## config.mk

```make
export PLATFORM = sky130hd
export DESIGN_NAME = hsi_byte_rx_flat
export DESIGN_NICKNAME = d
export VERILOG_FILES = /design/src/rtl/hsi_byte_rx_if.sv /design/src/rtl/hsi_byte_rx.sv /design/src/flat_wrapper.sv
export SDC_FILE = /design/constraint.sdc
export NUM_CORES = 1
export LEC_CHECK = 0
export CORE_MARGIN = 4
export CORE_UTILIZATION = 54
export CTS_BUF_LIST = sky130_fd_sc_hd__clkbuf_2
export DETAILED_ROUTE_END_ITERATION = 16
export GPL_TIMING_DRIVEN = 1
export PLACE_DENSITY = 0.78
export SLEW_MARGIN = 20
export SYNTH_ARGS = -nofsm -noshare
export SYNTH_HDL_FRONTEND = slang
export SYNTH_SLANG_ARGS = --single-unit
```

## constraint.sdc

```tcl
create_clock -name clk -period 1.85 [get_ports clk]
set_input_delay 0.37 -clock clk [delete_from_list [all_inputs] [get_ports clk]]
set_output_delay 0.37 -clock clk [all_outputs]
set_load 0.005 [all_outputs]
```

## src/rtl/hsi_byte_rx_if.sv

```systemverilog
// Serial receive-side bundle: the rx line in, delivered byte and status strobes out.
interface hsi_byte_rx_if;
  logic       rx;
  logic [7:0] d;
  logic       d_rdy;
  logic       pb_err;
  logic       stop_err;
  logic       rx_frame_end;

  modport master (
    output rx,
    input  d,
    input  d_rdy,
    input  pb_err,
    input  stop_err,
    input  rx_frame_end
  );

  modport slave (
    input  rx,
    output d,
    output d_rdy,
    output pb_err,
    output stop_err,
    output rx_frame_end
  );
endinterface

```

## src/rtl/hsi_byte_rx.sv

```systemverilog
// HSI serial receive front end: oversampled start/8-data/parity/stop deserializer
// with parity and stop status plus inter-frame idle-gap detection.
module hsi_byte_rx #(
  parameter int CLKS_PER_BIT = 16,
  parameter int PARITY_ODD   = 1,
  parameter int GAP_BITS     = 4
) (
  input  logic         clk,
  input  logic         n_rst,
  hsi_byte_rx_if.slave bus
);

  localparam int CNT_W   = $clog2(CLKS_PER_BIT);
  localparam int GAP_CYC = GAP_BITS * CLKS_PER_BIT;
  localparam int GAP_W   = $clog2(GAP_CYC + 1);

  localparam logic [CNT_W-1:0] HALF_M1 = CNT_W'(CLKS_PER_BIT / 2 - 1);
  localparam logic [CNT_W-1:0] BIT_M1  = CNT_W'(CLKS_PER_BIT - 1);
  localparam logic [GAP_W-1:0] GAP_M1  = GAP_W'(GAP_CYC - 1);
  localparam logic             ODD     = (PARITY_ODD != 0);

  typedef enum logic [2:0] {
    S_IDLE,
    S_START,
    S_DATA,
    S_PARITY,
    S_STOP,
    S_BREAK
  } state_t;

  state_t           r_state;
  state_t           w_next;
  logic [1:0]       r_sync;
  logic             w_rxs;
  logic [CNT_W-1:0] r_cnt;
  logic [2:0]       r_bit_idx;
  logic [7:0]       r_shift;
  logic             r_perr;
  logic [GAP_W-1:0] r_gap;
  logic             r_in_frame;
  logic [7:0]       r_d;
  logic             r_d_rdy;
  logic             r_pb_err;
  logic             r_stop_err;
  logic             r_frame_end;

  logic w_half;
  logic w_full;
  logic w_cnt_clr;
  logic w_shift;
  logic w_par_load;
  logic w_deliver;
  logic w_gap_clr;

  always_ff @(posedge clk or negedge n_rst) begin
    if (!n_rst) r_sync <= 2'b11;
    else        r_sync <= {r_sync[0], bus.rx};
  end

  assign w_rxs  = r_sync[1];
  assign w_half = (r_cnt == HALF_M1);
  assign w_full = (r_cnt == BIT_M1);

  always_ff @(posedge clk or negedge n_rst) begin
    if (!n_rst) r_state <= S_IDLE;
    else        r_state <= w_next;
  end

  // A low stop bit means the line is held in break; start detection waits for it to rise.
  always_comb begin
    w_next     = r_state;
    w_cnt_clr  = 1'b0;
    w_shift    = 1'b0;
    w_par_load = 1'b0;
    w_deliver  = 1'b0;
    w_gap_clr  = 1'b0;
    case (r_state)
      S_IDLE: begin
        if (!w_rxs) begin
          w_next    = S_START;
          w_cnt_clr = 1'b1;
          w_gap_clr = 1'b1;
        end
      end
      S_START: begin
        if (w_half) begin
          w_cnt_clr = 1'b1;
          w_next    = w_rxs ? S_IDLE : S_DATA;
        end
      end
      S_DATA: begin
        if (w_full) begin
          w_cnt_clr = 1'b1;
          w_shift   = 1'b1;
          if (r_bit_idx == 3'd7) w_next = S_PARITY;
        end
      end
      S_PARITY: begin
        if (w_full) begin
          w_cnt_clr  = 1'b1;
          w_par_load = 1'b1;
          w_next     = S_STOP;
        end
      end
      S_STOP: begin
        if (w_full) begin
          w_cnt_clr = 1'b1;
          w_deliver = 1'b1;
          w_next    = w_rxs ? S_IDLE : S_BREAK;
        end
      end
      S_BREAK: begin
        w_gap_clr = 1'b1;
        if (w_rxs) w_next = S_IDLE;
      end
      default: w_next = S_IDLE;
    endcase
  end

  always_ff @(posedge clk or negedge n_rst) begin
    if (!n_rst)
      r_cnt <= '0;
    else if (w_cnt_clr || r_state == S_IDLE || r_state == S_BREAK)
      r_cnt <= '0;
    else
      r_cnt <= r_cnt + CNT_W'(1);
  end

  always_ff @(posedge clk or negedge n_rst) begin
    if (!n_rst) begin
      r_bit_idx <= '0;
      r_shift   <= '0;
      r_perr    <= 1'b0;
    end else begin
      if (r_state == S_START) r_bit_idx <= '0;
      else if (w_shift)       r_bit_idx <= r_bit_idx + 3'd1;
      if (w_shift)    r_shift <= {w_rxs, r_shift[7:1]};
      if (w_par_load) r_perr  <= (^r_shift) ^ w_rxs ^ ODD;
    end
  end

  always_ff @(posedge clk or negedge n_rst) begin
    if (!n_rst) begin
      r_d        <= '0;
      r_d_rdy    <= 1'b0;
      r_pb_err   <= 1'b0;
      r_stop_err <= 1'b0;
    end else begin
      r_d_rdy    <= w_deliver;
      r_pb_err   <= w_deliver & r_perr;
      r_stop_err <= w_deliver & ~w_rxs;
      if (w_deliver) r_d <= r_shift;
    end
  end

  // The gap only runs in IDLE after a delivered byte, so a frame end always trails a byte.
  always_ff @(posedge clk or negedge n_rst) begin
    if (!n_rst) begin
      r_gap       <= '0;
      r_in_frame  <= 1'b0;
      r_frame_end <= 1'b0;
    end else begin
      r_frame_end <= 1'b0;
      if (w_deliver) r_in_frame <= 1'b1;
      if (w_gap_clr) begin
        r_gap <= '0;
      end else if (r_state == S_IDLE && r_in_frame) begin
        if (r_gap == GAP_M1) begin
          r_gap       <= '0;
          r_in_frame  <= 1'b0;
          r_frame_end <= 1'b1;
        end else begin
          r_gap <= r_gap + GAP_W'(1);
        end
      end
    end
  end

  assign bus.d            = r_d;
  assign bus.d_rdy        = r_d_rdy;
  assign bus.pb_err       = r_pb_err;
  assign bus.stop_err     = r_stop_err;
  assign bus.rx_frame_end = r_frame_end;

endmodule

```

## src/flat_wrapper.sv

```systemverilog
// flat-port wrapper written by rule: the top's interface ports become plain ports
module hsi_byte_rx_flat 
#(
  parameter int CLKS_PER_BIT = 16,
  parameter int PARITY_ODD   = 1,
  parameter int GAP_BITS     = 4
)
  (clk, n_rst, bus_rx, bus_d, bus_d_rdy, bus_pb_err, bus_stop_err, bus_rx_frame_end);
  hsi_byte_rx_if bus_i ();
  input  logic clk;
  input  logic n_rst;
  input wire logic [$bits(bus_i.rx)-1:0] bus_rx;
  output wire logic [$bits(bus_i.d)-1:0] bus_d;
  output wire logic [$bits(bus_i.d_rdy)-1:0] bus_d_rdy;
  output wire logic [$bits(bus_i.pb_err)-1:0] bus_pb_err;
  output wire logic [$bits(bus_i.stop_err)-1:0] bus_stop_err;
  output wire logic [$bits(bus_i.rx_frame_end)-1:0] bus_rx_frame_end;
  assign bus_i.rx = bus_rx;
  assign bus_d = bus_i.d;
  assign bus_d_rdy = bus_i.d_rdy;
  assign bus_pb_err = bus_i.pb_err;
  assign bus_stop_err = bus_i.stop_err;
  assign bus_rx_frame_end = bus_i.rx_frame_end;
  hsi_byte_rx #(.CLKS_PER_BIT(CLKS_PER_BIT), .PARITY_ODD(PARITY_ODD), .GAP_BITS(GAP_BITS)) u_core (.clk(clk), .n_rst(n_rst), .bus(bus_i));
endmodule
```

Yosys cells after proc, flatten, opt, wreduce, memory -nomap -nowiden

Index checks and enable logic that the tools add are counted.

Word-level logic and storage cells: 77
Input bits: 3
Flip-flop bits (word level): 41

Equal/unequal tests: 16
Bitwise gates (word level): 5
Mux-type cells: 31
$add $sub $neg: 3
Reductions and logical operators: 9

Operators by type and width:

| kind                  | number |
|---|---|
| $mux W3               | 10 |
| $mux W7               | 3 |
| $pmux W3 S6           | 1 |
| $mux W1               | 13 |
| $ne A2 B1 Y1 const B  | 6 |
| $eq A3 B3 Y1 const B  | 3 |
| $reduce_xor A8 Y1     | 1 |
| $add A7 B1 Y7 const B | 1 |
| $eq A7 B6 Y1 const B  | 1 |
| $reduce_and A7 Y1     | 1 |
| $eq A3 B2 Y1 const B  | 2 |
| $add A4 B1 Y4 const B | 1 |
| $eq A4 B3 Y1 const B  | 1 |
| $eq A4 B4 Y1 const B  | 1 |
| $mux W4               | 1 |
| $reduce_bool A2 Y1    | 2 |
| $add A3 B1 Y3 const B | 1 |
| $eq A3 B1 Y1 const B  | 1 |
| $logic_not A3 Y1      | 1 |
| $pmux W1 S3           | 1 |
| $reduce_or A3 Y1      | 1 |
| $and A1 B1 Y1         | 2 |
| $logic_or A1 B1 Y1    | 2 |
| $mux W2               | 1 |
| 5 further kinds       | 6 |

Depth between registers and ports, before layout

Depth in word-level cells: 7
Gate-level depth with buffers: 7
Mapped depth without buffers: 6

Least setup slack after synthesis

No wires, ideal clock.

Kind: reg2reg
From: reg u_core.r_cnt[0]
To: reg u_core.r_d[2], in the netlist u_core.bus.d[2]
Buffers on the path: 2
Data arrival time: 1.700 ns
Setup time: 0.125 ns
Stages on the path, launching flop included: 7
Required time: 1.725 ns
Path slack: 0.026 ns
Cells stage by stage: dfrtp_1 ha_1 clkbuf_2 nand3_2 nor3b_1 buf_2 mux2_2

Word-level cells in the longest chain between the ends: 3

Ends and longest elaborated chain:

| what                   | line               | RTL |
|---|---|---|
| start, declared        | hsi_byte_rx.sv:35  | `logic [CNT_W-1:0] r_cnt;` |
| start signal, assigned | hsi_byte_rx.sv:126 | `r_cnt <= r_cnt + CNT_W'(1);` |
| $eq A4 B4 Y1           | hsi_byte_rx.sv:62  | `assign w_full = (r_cnt == BIT_M1);` |
| $mux W1                | hsi_byte_rx.sv:106 | `if (w_full) begin` |
| $mux W1                | hsi_byte_rx.sv:77  | `case (r_state)` |
| net u_core.w_deliver   | hsi_byte_rx.sv:52  | `logic w_deliver;` |
| end signal, assigned   | hsi_byte_rx.sv:152 | `if (w_deliver) r_d <= r_shift;` |
| end, declared          | hsi_byte_rx.sv:41  | `logic [7:0] r_d;` |

The timed path passes the listed nets, and every way through them passes these cells.
A chain may end at the register's enable or synchronous reset.

Worst setup path after layout

From: reg u_core.r_state[1]
To: reg u_core.r_gap[5]

Word-level cells in the longest chain between the ends: 3
Elaborated cells on any way between the ends: 6

Ends and longest elaborated chain:

| what                                                      | line                                  | RTL |
|---|---|---|
| start, declared                                           | hsi_byte_rx.sv:31                     | `state_t r_state;` |
| start signal, assigned                                    | hsi_byte_rx.sv:66                     | `else r_state <= w_next;` |
| $eq A3 B3 Y1 / $logic_not A3 Y1 (equally long branches)   | hsi_byte_rx.sv:77, hsi_byte_rx.sv:167 |  |
| $pmux W1 S2 / $logic_and A1 B1 Y1 (equally long branches) | hsi_byte_rx.sv:77, hsi_byte_rx.sv:167 |  |
| $mux W7 / $reduce_bool A2 Y1 (equally long branches)      | --                                    |  |
| end signal, assigned                                      | hsi_byte_rx.sv:173                    | `r_gap <= r_gap + GAP_W'(1);` |
| end, declared                                             | hsi_byte_rx.sv:39                     | `logic [GAP_W-1:0] r_gap;` |

Parallel ways exist; a longest one is shown, timed or not.

==> summary.md <==
| Metric | Value |
|---|---|
| Outcome | `completed` |
| Leakage | `0.001015 uW` |
| Core ar. | `3337 um2` |
| PwrDens | `910.6 nW/um2` |
| Max_cap viols | `0` |
| Final instance area | `2175 um2` |
| Share of cells above drive strength 1 | `0.2366` |
| Vias/cell | `5.504` |
| Grt ovf | `0` |
| Mapped Area | `1874 um2` |
| Tot GR Track Use | `0.1855` |
| Slew Limit Fails | `0` |
| Fin. Hold Viols | `0` |
| Initial antenna violation count | `0` |
| Worst skew pair latency | `0.39 ns` |
| Post-synthesis sequential area ratio | `0.5487` |
| CP Launch Type | `flop` |
| Largest net degree at the start of global routing | `42` |
| Die Wd | `66.92 um` |
| DIE AREA | `4478 um2` |
| CTS Root Cell | `clkbuf_2` |
| Clk buf depth | `2` |
| Die Y-Extent | `66.92 um` |
| Clock slew at reported path FFs | `0.20 ns` |
| DP Wirelength | `2.456 mm` |
| CTS Buf Count | `5` |
| Total Wirelength | `3.425 mm` |
| WP data arrival | `2.05 ns` |
| Synthesis warning total | `0` |
| Slowest CP cell | `or4b_4` |
| Cell Chain, Critical Path | `or4b_4 -> nor3_1 -> nor2_1 -> a311oi_1` |
| Antenna Nets Post-Route | `0` |
| Setup CP Type | `flop to flop` |
| Avg Synthesized Cell Area | `11.57 um2` |
| Row count | `21` |
| Wire per inst | `14.76 um` |
| Vias | `1277` |
| F_max | `577.9 MHz` |
| Clock Sinks | `41` |
| Post-route clock period utilization | `0.9353` |
| Initial core utilization | `0.5617` |
| Fin crit period | `1.730 ns` |
| Post-synthesis cell count | `162` |
| FFs w/ async S/R, synth | `1.000` |
| First-pass GRT wire length | `6.092 mm` |
| Max H-tree Level | `2` |
| Post-synth EDFFs | `0` |
| Mapped Nets | `169` |
| Flops & latches, synth | `41` |
| Hold Crit Class | `primary input to flop` |
| Worst stage delay on the critical path | `0.60 ns` |
| Post-synth top flop | `dfrtp_1` |
| Port Buffers | `14` |
| Initial DRT Pass Iterations | `4` |
| GP Congestion | `0.8279` |
| Worst slew pin tran | `0.5063 ns` |
| Worst-path fanout max | `10` |
| Top Ports | `15` |
| Placed cell areas | `2091 um2` |
| Worst setup EP type | `flop` |
| Relative slew margins | `0.6624` |
| Synth area leaders | `dfrtp_1 (52%), mux2_2 (10%), nor2_1 (3.2%)` |
| Setup TNS | `0 ns` |
| Number of distinct library cells after synthesis | `42` |
| DR iter-0 viols | `83` |
| CTS tree | `yes` |
| Setup-failing EPs final | `0` |
| Top cell type's share of synthesized area | `0.5207` |
| FF-to-FF setup slack | `0.12 ns` |
| Largest area contributor in the netlist | `dfrtp_1` |
| Commonest cells in the netlist | `dfrtp_1 (39), mux2_2 (17), nor2_1 (16)` |
| Maximum vdd drop | `0.5586 mV` |
| Worst EP required | `2.17 ns` |
| Final Skew | `0.005960 ns` |
| Area Overhead vs Synth | `16.02%` |
| # DRC | `0` |
| Number of global-route vias before repair | `1383` |
| Diodes inserted | `0` |
| Post-CTS Setup Bufs | `0` |
| RSZ-0062 raised after global routing | `no` |
| Layout Nets | `192` |
| Top-count cell post-synth | `dfrtp_1` |
worst max-delay path, delay by kind of cell (launching register included):
family / cells / cell delay, ns
AOI/OAI and AO/OA: 1 / 0.25
DFF: 1 / 0.52
and+or+nand+nor: 3 / 0.88
metal layers:
layer / wire [um] / global-route usage / vias to the layer above
met2: 1808 / 0.3243 / 33
li1: - / - / 613
met3: 141 / 0.04553 / 9
met1: 1403 / 0.2035 / 622
met4: 71 / 0.1038 / 0
met5: 0 / 0 / -
state kept, by name, summed over array words and instances, names as in the netlist, 2 cells and up:
name,cells
u_core.bus.d,8
u_core.r_bit_idx,3
u_core.r_cnt,4
u_core.r_gap,7
u_core.r_shift,8
u_core.r_state,3
u_core.r_sync,2
path summary, 6_finish.rpt:
| check | start | to | depth (start not counted) |
|---|---|---|---|
| max | u_core.r_state[1] | u_core.r_gap[5] | 4 |
| min reg2reg | u_core.r_sync[0] | u_core.r_sync[1] | 0 |
| min | bus_rx | u_core.r_sync[0] | 1 |
| max reg2reg | u_core.r_state[1] | u_core.r_gap[5] | 4 |
| max in group asynchronous | n_rst | u_core.r_sync[0] | 3 |
| min in group asynchronous | n_rst | u_core.r_gap[6] | 3 |
final cells by class:
class	count	area, um2
clock inverters	2	33.78
repair buffers	24	212.7
flip-flops and latches	41	1030
inverters	6	22.52
clock buffers	6	30.03
multi-input cells	107	788.3
fillers	261	1162
well taps	46	57.56
stage by stage:
step / worst slack (ns) / hold slack (ns) / total power (uW) / std cells / util
final: 0.1197 / 0.3561 / 1980 / 232 / 0.6517
after global routing: 0.006341 / 0.3154 / 2118 / 232 / 0.6517
after CTS: 0.01366 / 0.3346 / 2001 / 232 / 0.6490
after detailed placement: 0.02656 / 0.3525 / 1478 / 223 / 0.6265
after global placement: 0.1552 / 0.3464 / 1448 / 223 / 0.6265
after floorplan: 0.02574 / 0.07441 / 1381 / 162 / -
repair_timing:
item | 4_1_cts | 5_1_grt
hold buffers | 1 | 0
gates resized for setup | 1 | 2
setup endpoints to repair | 1 | 2
hold endpoints to repair | 27 | 0
logic make-up (layout without fill, tap and decap cells):
kind of cell	count (synthesis)	in the layout	synth area share
adders and majority gates	4	4	0.02670
buffers and inverters	14	38	0.03537
and+or+nand+nor	51	51	0.1415
muxes	17	17	0.1021
DFF	41	41	0.5487
xor gates and xnor gates	11	11	0.05874
AOI/OAI and AO/OA	24	24	0.08678
cells in the final DEF (no fill, tap or decap), types with 2 or more instances in the layout:
| cell type | netlist | routed |
|---|---|---|
| and2_1 | 2 | 2 |
| buf_4 | 0 | 9 |
| or3_1 | 2 | 2 |
| dfstp_2 | 2 | 2 |
| nand3b_1 | 3 | 3 |
| o22ai_1 | 4 | 4 |
| mux2_2 | 17 | 17 |
| nor2_1 | 16 | 16 |
| clkdlybuf4s50_1 | 0 | 13 |
| xnor2_1 | 6 | 6 |
| a21oi_1 | 4 | 4 |
| nand4_1 | 2 | 2 |
| nand3_1 | 5 | 5 |
| o21ai_0 | 4 | 4 |
| a31oi_1 | 2 | 2 |
| dfrtp_1 | 39 | 38 |
| ha_1 | 4 | 4 |
| inv_1 | 6 | 6 |
| clkbuf_2 | 2 | 6 |
| xor2_1 | 4 | 4 |
| a22oi_1 | 2 | 2 |
| nor3_1 | 3 | 3 |
| nand2_1 | 10 | 10 |
where the power goes:
part	switching (uW)	total, uW	internal [uW]
Clock	283	514	231
Combinational	242	415	174
Sequential	81.4	1050	970
No activity file was read; power rests on OpenSTA's default activity.
